## config.mk

```make
export PLATFORM = sky130hd
export DESIGN_NAME = regfile_wb_arbiter_flat
export DESIGN_NICKNAME = d
export VERILOG_FILES = /design/src/rtl/regfile_wb_arbiter_if.sv /design/src/rtl/regfile_wb_arbiter.sv /design/src/flat_wrapper.sv
export SDC_FILE = /design/constraint.sdc
export NUM_CORES = 1
export LEC_CHECK = 0
export ABC_AREA = 1
export CAP_MARGIN = 20
export CORE_ASPECT_RATIO = 0.9
export CORE_MARGIN = 2
export CORE_UTILIZATION = 50
export CTS_BUF_LIST = sky130_fd_sc_hd__clkbuf_8
export DETAILED_ROUTE_END_ITERATION = 10
export PLACE_DENSITY = 0.83
export REMOVE_ABC_BUFFERS = 1
export SLEW_MARGIN = 20
export SYNTH_ARGS = -nofsm -noshare
export SYNTH_HDL_FRONTEND = slang
export SYNTH_SLANG_ARGS = --single-unit
export TNS_END_PERCENT = 100
```

## constraint.sdc

```tcl
create_clock -name clk -period 2.9 [get_ports clk]
set_input_delay 0.435 -clock clk [delete_from_list [all_inputs] [get_ports clk]]
set_output_delay 0.435 -clock clk [all_outputs]
set_load 0.05 [all_outputs]
```

## src/rtl/regfile_wb_arbiter_if.sv

```systemverilog
// Writeback bus between the two requesters, the arbiter and the register-file write port.
// Master modport is the requester/consumer side; slave modport is the arbiter.
interface regfile_wb_arbiter_if #(
  parameter int DATA_W = 32,
  parameter int ADDR_W = 4
);
  localparam int NUM_REGS = 2 ** ADDR_W;

  logic              a_valid;
  logic              a_ready;
  logic [ADDR_W-1:0] a_addr;
  logic [DATA_W-1:0] a_data;

  logic              m_valid;
  logic              m_ready;
  logic [ADDR_W-1:0] m_addr;
  logic [DATA_W-1:0] m_data;

  logic                wr_en;
  logic [ADDR_W-1:0]   wr_addr;
  logic [DATA_W-1:0]   wr_data;
  logic [NUM_REGS-1:0] pending_mask;
  logic                last_grant;

  modport master (
    output a_valid, a_addr, a_data,
    output m_valid, m_addr, m_data,
    input  a_ready, m_ready,
    input  wr_en, wr_addr, wr_data, pending_mask, last_grant
  );

  modport slave (
    input  a_valid, a_addr, a_data,
    input  m_valid, m_addr, m_data,
    output a_ready, m_ready,
    output wr_en, wr_addr, wr_data, pending_mask, last_grant
  );
endinterface

```

## src/rtl/regfile_wb_arbiter.sv

```systemverilog
// Round-robin arbiter sharing the register-file write port between ALU (A) and load (M) writebacks.
// Define REGFILE_WB_ZERO_DISCARD_EN to treat r0 as hardwired zero (writes to addr 0 are dropped).
//
// state  | meaning
// LAST_A | A was granted most recently; M wins the next tie
// LAST_M | M was granted most recently (reset value); A wins the next tie
module regfile_wb_arbiter #(
  parameter int DATA_W = 32,
  parameter int ADDR_W = 4
) (
  input logic                 clk,
  input logic                 reset,
  regfile_wb_arbiter_if.slave bus
);
  localparam int NUM_REGS = 2 ** ADDR_W;

  typedef enum logic {
    LAST_A = 1'b0,
    LAST_M = 1'b1
  } last_e;

  last_e last_q, last_d;

  logic              a_full_q, a_full_d;
  logic [ADDR_W-1:0] a_addr_q, a_addr_d;
  logic [DATA_W-1:0] a_data_q, a_data_d;

  logic              m_full_q, m_full_d;
  logic [ADDR_W-1:0] m_addr_q, m_addr_d;
  logic [DATA_W-1:0] m_data_q, m_data_d;

  logic              wr_en_q, wr_en_d;
  logic [ADDR_W-1:0] wr_addr_q, wr_addr_d;
  logic [DATA_W-1:0] wr_data_q, wr_data_d;

  logic grant_a, grant_m;
  logic a_ready, m_ready;
  logic a_xfer, m_xfer;
  logic a_load, m_load;
  logic [NUM_REGS-1:0] mask;

  // Occupancy-only arbitration: a lone full buffer always wins, ties alternate.
  assign grant_a = a_full_q && (!m_full_q || (last_q == LAST_M));
  assign grant_m = m_full_q && (!a_full_q || (last_q == LAST_A));

  // Ready while draining keeps a single streaming requester at one write per cycle.
  assign a_ready = !a_full_q || grant_a;
  assign m_ready = !m_full_q || grant_m;

  assign a_xfer = bus.a_valid && a_ready;
  assign m_xfer = bus.m_valid && m_ready;

`ifdef REGFILE_WB_ZERO_DISCARD_EN
  // r0 writes complete the handshake but never occupy a buffer.
  assign a_load = a_xfer && (bus.a_addr != '0);
  assign m_load = m_xfer && (bus.m_addr != '0);
`else
  assign a_load = a_xfer;
  assign m_load = m_xfer;
`endif

  always_comb begin
    last_d    = last_q;
    a_full_d  = a_full_q;
    a_addr_d  = a_addr_q;
    a_data_d  = a_data_q;
    m_full_d  = m_full_q;
    m_addr_d  = m_addr_q;
    m_data_d  = m_data_q;
    wr_en_d   = 1'b0;
    wr_addr_d = wr_addr_q;
    wr_data_d = wr_data_q;

    if (grant_a) begin
      a_full_d  = 1'b0;
      wr_en_d   = 1'b1;
      wr_addr_d = a_addr_q;
      wr_data_d = a_data_q;
      last_d    = LAST_A;
    end else if (grant_m) begin
      m_full_d  = 1'b0;
      wr_en_d   = 1'b1;
      wr_addr_d = m_addr_q;
      wr_data_d = m_data_q;
      last_d    = LAST_M;
    end

    // A load on the same edge as a grant overrides the drain above.
    if (a_load) begin
      a_full_d = 1'b1;
      a_addr_d = bus.a_addr;
      a_data_d = bus.a_data;
    end
    if (m_load) begin
      m_full_d = 1'b1;
      m_addr_d = bus.m_addr;
      m_data_d = bus.m_data;
    end
  end

  always_ff @(posedge clk) begin
    if (reset) begin
      last_q    <= LAST_M;
      a_full_q  <= 1'b0;
      a_addr_q  <= '0;
      a_data_q  <= '0;
      m_full_q  <= 1'b0;
      m_addr_q  <= '0;
      m_data_q  <= '0;
      wr_en_q   <= 1'b0;
      wr_addr_q <= '0;
      wr_data_q <= '0;
    end else begin
      last_q    <= last_d;
      a_full_q  <= a_full_d;
      a_addr_q  <= a_addr_d;
      a_data_q  <= a_data_d;
      m_full_q  <= m_full_d;
      m_addr_q  <= m_addr_d;
      m_data_q  <= m_data_d;
      wr_en_q   <= wr_en_d;
      wr_addr_q <= wr_addr_d;
      wr_data_q <= wr_data_d;
    end
  end

  always_comb begin
    mask = '0;
    if (a_full_q) mask[a_addr_q] = 1'b1;
    if (m_full_q) mask[m_addr_q] = 1'b1;
    if (wr_en_q)  mask[wr_addr_q] = 1'b1;
  end

  assign bus.a_ready      = a_ready;
  assign bus.m_ready      = m_ready;
  assign bus.wr_en        = wr_en_q;
  assign bus.wr_addr      = wr_addr_q;
  assign bus.wr_data      = wr_data_q;
  assign bus.pending_mask = mask;
  assign bus.last_grant   = (last_q == LAST_M);

endmodule

```

## src/flat_wrapper.sv

```systemverilog
// flat-port wrapper written by rule: the top's interface ports become plain ports
module regfile_wb_arbiter_flat 
#(
  parameter int DATA_W = 32,
  parameter int ADDR_W = 4
)
  (clk, reset, bus_a_valid, bus_a_addr, bus_a_data, bus_m_valid, bus_m_addr, bus_m_data, bus_a_ready, bus_m_ready, bus_wr_en, bus_wr_addr, bus_wr_data, bus_pending_mask, bus_last_grant);
  regfile_wb_arbiter_if #(.DATA_W(DATA_W), .ADDR_W(ADDR_W)) bus_i ();
  input logic clk;
  input logic reset;
  input wire logic [$bits(bus_i.a_valid)-1:0] bus_a_valid;
  input wire logic [$bits(bus_i.a_addr)-1:0] bus_a_addr;
  input wire logic [$bits(bus_i.a_data)-1:0] bus_a_data;
  input wire logic [$bits(bus_i.m_valid)-1:0] bus_m_valid;
  input wire logic [$bits(bus_i.m_addr)-1:0] bus_m_addr;
  input wire logic [$bits(bus_i.m_data)-1:0] bus_m_data;
  output wire logic [$bits(bus_i.a_ready)-1:0] bus_a_ready;
  output wire logic [$bits(bus_i.m_ready)-1:0] bus_m_ready;
  output wire logic [$bits(bus_i.wr_en)-1:0] bus_wr_en;
  output wire logic [$bits(bus_i.wr_addr)-1:0] bus_wr_addr;
  output wire logic [$bits(bus_i.wr_data)-1:0] bus_wr_data;
  output wire logic [$bits(bus_i.pending_mask)-1:0] bus_pending_mask;
  output wire logic [$bits(bus_i.last_grant)-1:0] bus_last_grant;
  assign bus_i.a_valid = bus_a_valid;
  assign bus_i.a_addr = bus_a_addr;
  assign bus_i.a_data = bus_a_data;
  assign bus_i.m_valid = bus_m_valid;
  assign bus_i.m_addr = bus_m_addr;
  assign bus_i.m_data = bus_m_data;
  assign bus_a_ready = bus_i.a_ready;
  assign bus_m_ready = bus_i.m_ready;
  assign bus_wr_en = bus_i.wr_en;
  assign bus_wr_addr = bus_i.wr_addr;
  assign bus_wr_data = bus_i.wr_data;
  assign bus_pending_mask = bus_i.pending_mask;
  assign bus_last_grant = bus_i.last_grant;
  regfile_wb_arbiter #(.DATA_W(DATA_W), .ADDR_W(ADDR_W)) u_core (.clk(clk), .reset(reset), .bus(bus_i));
endmodule
```

==> Word-level counts from Yosys, hierarchy flattened <==
Index checks and enable logic that the tools add are counted.
{ "op_classes": {"magnitude_cmp": 6, "eq_ne": 1, "muxes": 22, "bitwise": 3, "reduce_logical": 17} }
{ "op_table": {"columns": ["op", "count"], "rows": [
  ["2-to-1 mux 32 bit", 2],
  ["2-to-1 mux 16 bit", 3],
  ["OR 16 bit", 2],
  ["less-than comparator 4 x 5 -> 1 bit, second input constant", 3],
  ["demux 1 bit (select 4 bit)", 3],
  [">= comparator 4 x 1 -> 1 bit, second input constant", 3],
  ["2-to-1 mux 1 bit", 12],
  ["2-to-1 mux 4 bit", 2],
  ["logical AND 1 bit", 7],
  ["nonzero test 2 bit", 3],
  ["logical OR 1 bit", 4],
  ["logical NOT 1 bit", 2],
  ["!= test 2 bit, second input constant", 1],
  ["AND reduction 2 bit", 1],
  ["inverter 1 bit", 1]
]} }
{ "word_totals": {"register_bits": 112, "input_bits": 76, "wordCells": 59} }

==> Longest topological paths before layout <==
{ "logic_depth": {"word_depth": 9, "ltp_mapped": 8, "depth_no_buf": 6} }

==> Least setup slack after synthesis <==
No wires, ideal clock.
{ "synth_path": {"kind": "register -> output", "startpoint": "reg u_core.wr_addr_q[1], in the netlist u_core.bus.wr_addr[1]", "endpoint": "out bus_pending_mask[10]", "arrival_ps": 1542, "slack_ps": 923, "stages_incl_launch_ff": 5, "path_cell_list": "dfxtp_1 inv_1 nor3_1 nand2_1 nand3_1"} }
{ "synth_between": {"elab_chain_len": 6} }
{ "synth_rtl": {"columns": ["element", "line_no", "rtl"], "rows": [
  ["start, declared", "regfile_wb_arbiter.sv:33", "logic [ADDR_W-1:0] wr_addr_q, wr_addr_d;"],
  ["start signal, assigned", "regfile_wb_arbiter.sv:122", "wr_addr_q <= wr_addr_d;"],
  ["less-than comparator 4 x 5 -> 1 bit (implied by the code) / >= comparator 4 x 1 -> 1 bit (equally long branches)", "regfile_wb_arbiter.sv:131", "if (wr_en_q) mask[wr_addr_q] = 1'b1;"],
  ["logical AND 1 bit (implied by the code)", "regfile_wb_arbiter.sv:131", null],
  ["2-to-1 mux 1 bit (implied by the code)", "regfile_wb_arbiter.sv:131", null],
  ["demux 1 bit (select 4 bit) (*)", null, null],
  ["OR 16 bit (no line) (*)", null, null],
  ["2-to-1 mux 16 bit (*)", "regfile_wb_arbiter.sv:131", null],
  ["end, declared", "flat_wrapper.sv:22", "output wire logic [$bits(bus_i.pending_mask)-1:0] bus_pending_mask;"]
]} }
Mark *: on every way between the ends. The rest lies on a longest branch, timed or not.

==> Final worst setup path <==
{ "layout_path": {"startpoint": "reg u_core.m_full_q", "endpoint": "out bus_pending_mask[15]"} }
{ "layout_between": {"elab_chain_len": 3} }
{ "layout_rtl": {"columns": ["element", "line_no", "rtl"], "rows": [
  ["start, declared", "regfile_wb_arbiter.sv:28", "logic m_full_q, m_full_d;"],
  ["start signal, assigned", "regfile_wb_arbiter.sv:118", "m_full_q <= m_full_d;"],
  ["2-to-1 mux 16 bit (*)", "regfile_wb_arbiter.sv:130", "if (m_full_q) mask[m_addr_q] = 1'b1;"],
  ["OR 16 bit (no line)", null, null],
  ["2-to-1 mux 16 bit (*)", "regfile_wb_arbiter.sv:131", null]
]} }
Marked as above.

==> metrics.yaml <==
timing:
  slew_headroom: 0.480
  finalHoldViolCount: 0
  grt_setup_unrepaired: "no"
  setup_viol: 0
  setup_tns_ns: 0
  worst_pin_slew_ns: 0.777
  maxSlewViolCount: 0
  whs_ns: 0.455
  fmax_ghz: 0.370
  skew_ns: 0.0183
  period_minus_slack_ns: 2.70
  timing.final.crit_share: 0.932
clocking:
  post_cts_buffers: 0
  numCtsBuffers: 9
  clk_latency_ns: 0.37
  cts-hold-fix-buffers: 0
  max-clock-path-buffers: 2
  cts_root_buf: "clkbuf_8"
  cts_tree: "done"
  ctsResizeCount: 0
  cts_sinks: 112
  clkTransAtPathRegs_ns: 0.10
  htreeDepth: 3
floorplanning:
  die_area_sq_um: 11900
  dieWidth_microns: 115
  initial_core_util: 0.511
  core_sq_um: 10800
  io_pins: 132
  die_h_microns: 104
  row_count: 36
synthesis:
  postSynthAreaPerCell_sq_um: 6.99
  yosysMostFrequentCell: "nand2_1"
  synth_ff_type: "dfxtp_1"
  synth_top_area_share: 0.406
  ys_top_cells_by_count: "nand2_1, nor2_1, dfxtp_1"
  synth_area_sq_um: 5520
  yosysTopAreaCell: "dfxtp_1"
  synth_edf_count: 0
  yosysUniqueCellTypes: 21
  synth_area_leaders: "dfxtp_1, nand2_1, nand3b_1"
  ys_seq_area_frac: 0.406
  async_flop_share: 0
  syn_inst: 790
  ys_seq_elements: 112
  yosysWarnings: 0
critical_path:
  critical_path.n_buffers_inverters: 1
  path_delay_family: "buffers and inverters"
  rrSetupSlack_ns: 0.87
  cp_data_required_time_ns: 2.47
  worst-setup-path-type: "flip-flop to output pin"
  reg2regPathDepth: 7
  crit_top_cell: "nand3_1"
  slowest_delay_ns: 0.80
  r2r-start: "u_core.a_full_q"
  path_cells: "nand2_1 > nor2_1 > nand3_1 > nand3_1 > clkdlybuf4s50_1"
  arrival_ns: 2.27
  cp.depth: 5
  crit_end: "bus_pending_mask[15]"
  critPathSlowestCell: "clkdlybuf4s50_1"
  end_kind: "output pin"
  timing.rr.end: "u_core.bus.wr_data[18]"
  crit_start: "u_core.m_full_q"
  cp_max_fo: 12
  startpoint_type: "flip-flop"
min_path:
  hold_path.class: "primary input to flip-flop"
route:
  via_per_inst: 5.18
  drt-initial-drc-count: 402
  drtPass1Iterations: 5
  vias: 5323
  drt_drc_violations_left: 0
  wire_per_inst_microns: 13.8
  ant_nets: 0
  wl_microns: 14100
status:
  status: "complete, no violations"
job:
  maxCapViolations: 0
final_layout:
  syn_to_final_growth_pct: 25.5
  stdcell_count: 1027
  drive_gt1_frac: 0.0470
  final_util: 0.641
  fillers: 1001
  diodes: 0
  fin_nets: 965
power_and_ir_drop:
  peakVddDrop_mv: 0.236
  p_leak_nw: 3.13
  p_per_area_nw_per_um2: 483
  power.total_mw: 3.35
global_routing:
  busiest_layer: "met2"
  groute.layer.met3.usage: 0.0445
  grt_pass1_wl_microns: 22700
  grt_overflow: 0
  met1_usage: 0.312
  grt_util_met2: 0.390
  grt_pass1_vias: 4683
  grt_use_total: 0.233
  antenna_found_initial: 0
  grt_max_degree: 58
place:
  dpl.cell_count: 1011
  port_buffers: 131
  hpwlAfterDp_microns: 9120
  routabilityCongestion: 0.917
## metrics by stage
step | setup WS [ns] | instance area [sq um]
2_1_floorplan | -0.173 | 5150
3_3_place_gp | 0.646 | 6750
3_5_place_dp | 0.610 | 6750
4_1_cts | 0.197 | 6930
5_1_grt | 0.0288 | 6930
6_report | 0.196 | 6930
## worst reg2reg max path: cells and delay by family (launching register included)
| kind | cells | cell delay, ns |
|---|---|---|
| flip-flops | 1 | 0.34 |
| AND/OR/NAND/NOR | 4 | 0.61 |
| buffers and inverters | 3 | 1.04 |
## cells by family after synthesis
family / after synthesis / share of synthesized area
simple gates: 532 / 0.457
buf+inv: 106 / 0.100
flops: 112 / 0.406
compound gates: 40 / 0.0367
## cell type report
type | instances | area [sq um] | share of cell area
Sequential cell | 112 | 2240 | 0.324
Clock inverter | 7 | 53.8 | 0.00777
Multi-Input combinational cell | 572 | 2730 | 0.395
Timing Repair Buffer | 144 | 1420 | 0.205
Clock buffer | 9 | 124 | 0.0179
Tap cell | 133 | 166 | 0.0240
Inverter | 50 | 188 | 0.0271
## report_power, final
group	internal, mW	total, mW	switching, mW
sequential	1.65	1.72	0.0683
clock	0.325	0.865	0.540
combinational	0.314	0.764	0.450
total	2.29	3.35	1.06
## worst min path at each step
stage / startpoint / end / slack (ns) / cells after the start
after detailed placement: u_core.bus.wr_data[2] / u_core.bus.wr_data[2] / 0.44 / 2
after global placement: u_core.bus.wr_data[20] / u_core.bus.wr_data[20] / 0.44 / 2
after floorplan: u_core.a_data_q[0] / u_core.a_data_q[0] / 0.44 / 2
after CTS: bus_m_valid / u_core.m_full_q / 0.44 / 3
final: bus_m_valid / u_core.m_full_q / 0.46 / 3
after global routing: bus_m_valid / u_core.m_full_q / 0.48 / 3
## routing by layer
| layer | routed length (microns) | share of wire |
|---|---|---|
| met1 | 6420 | 0.45 |
| met2 | 6580 | 0.47 |
| met3 | 995 | 0.070 |
| met4 | 135 | 0.0096 |
| met5 | 0 | 0 |
## registers in the layout, summed over array words and instances (netlist names)
name,count
u_core.bus.wr_addr,4
u_core.bus.wr_data,32
u_core.a_data_q,32
u_core.m_data_q,32
u_core.a_addr_q,4
u_core.m_addr_q,4
u_core.a_full_q,1
u_core.m_full_q,1
u_core.bus.last_grant,1
u_core.bus.wr_en,1
## layout by cell type, fill, tap and decap left out, types with 2 or more instances in the layout
master / n
nand2_1: 217
nor2_1: 129
clkdlybuf4s50_1: 127
dfxtp_1: 111
nand3b_1: 104
nand3_1: 72
inv_1: 49
a21oi_1: 39
buf_4: 13
clkbuf_8: 9
inv_2: 3
inv_6: 3
nor3_1: 2
nand2_2: 2
buf_2: 2
buf_12: 2
(Power assumes the default switching activity.)
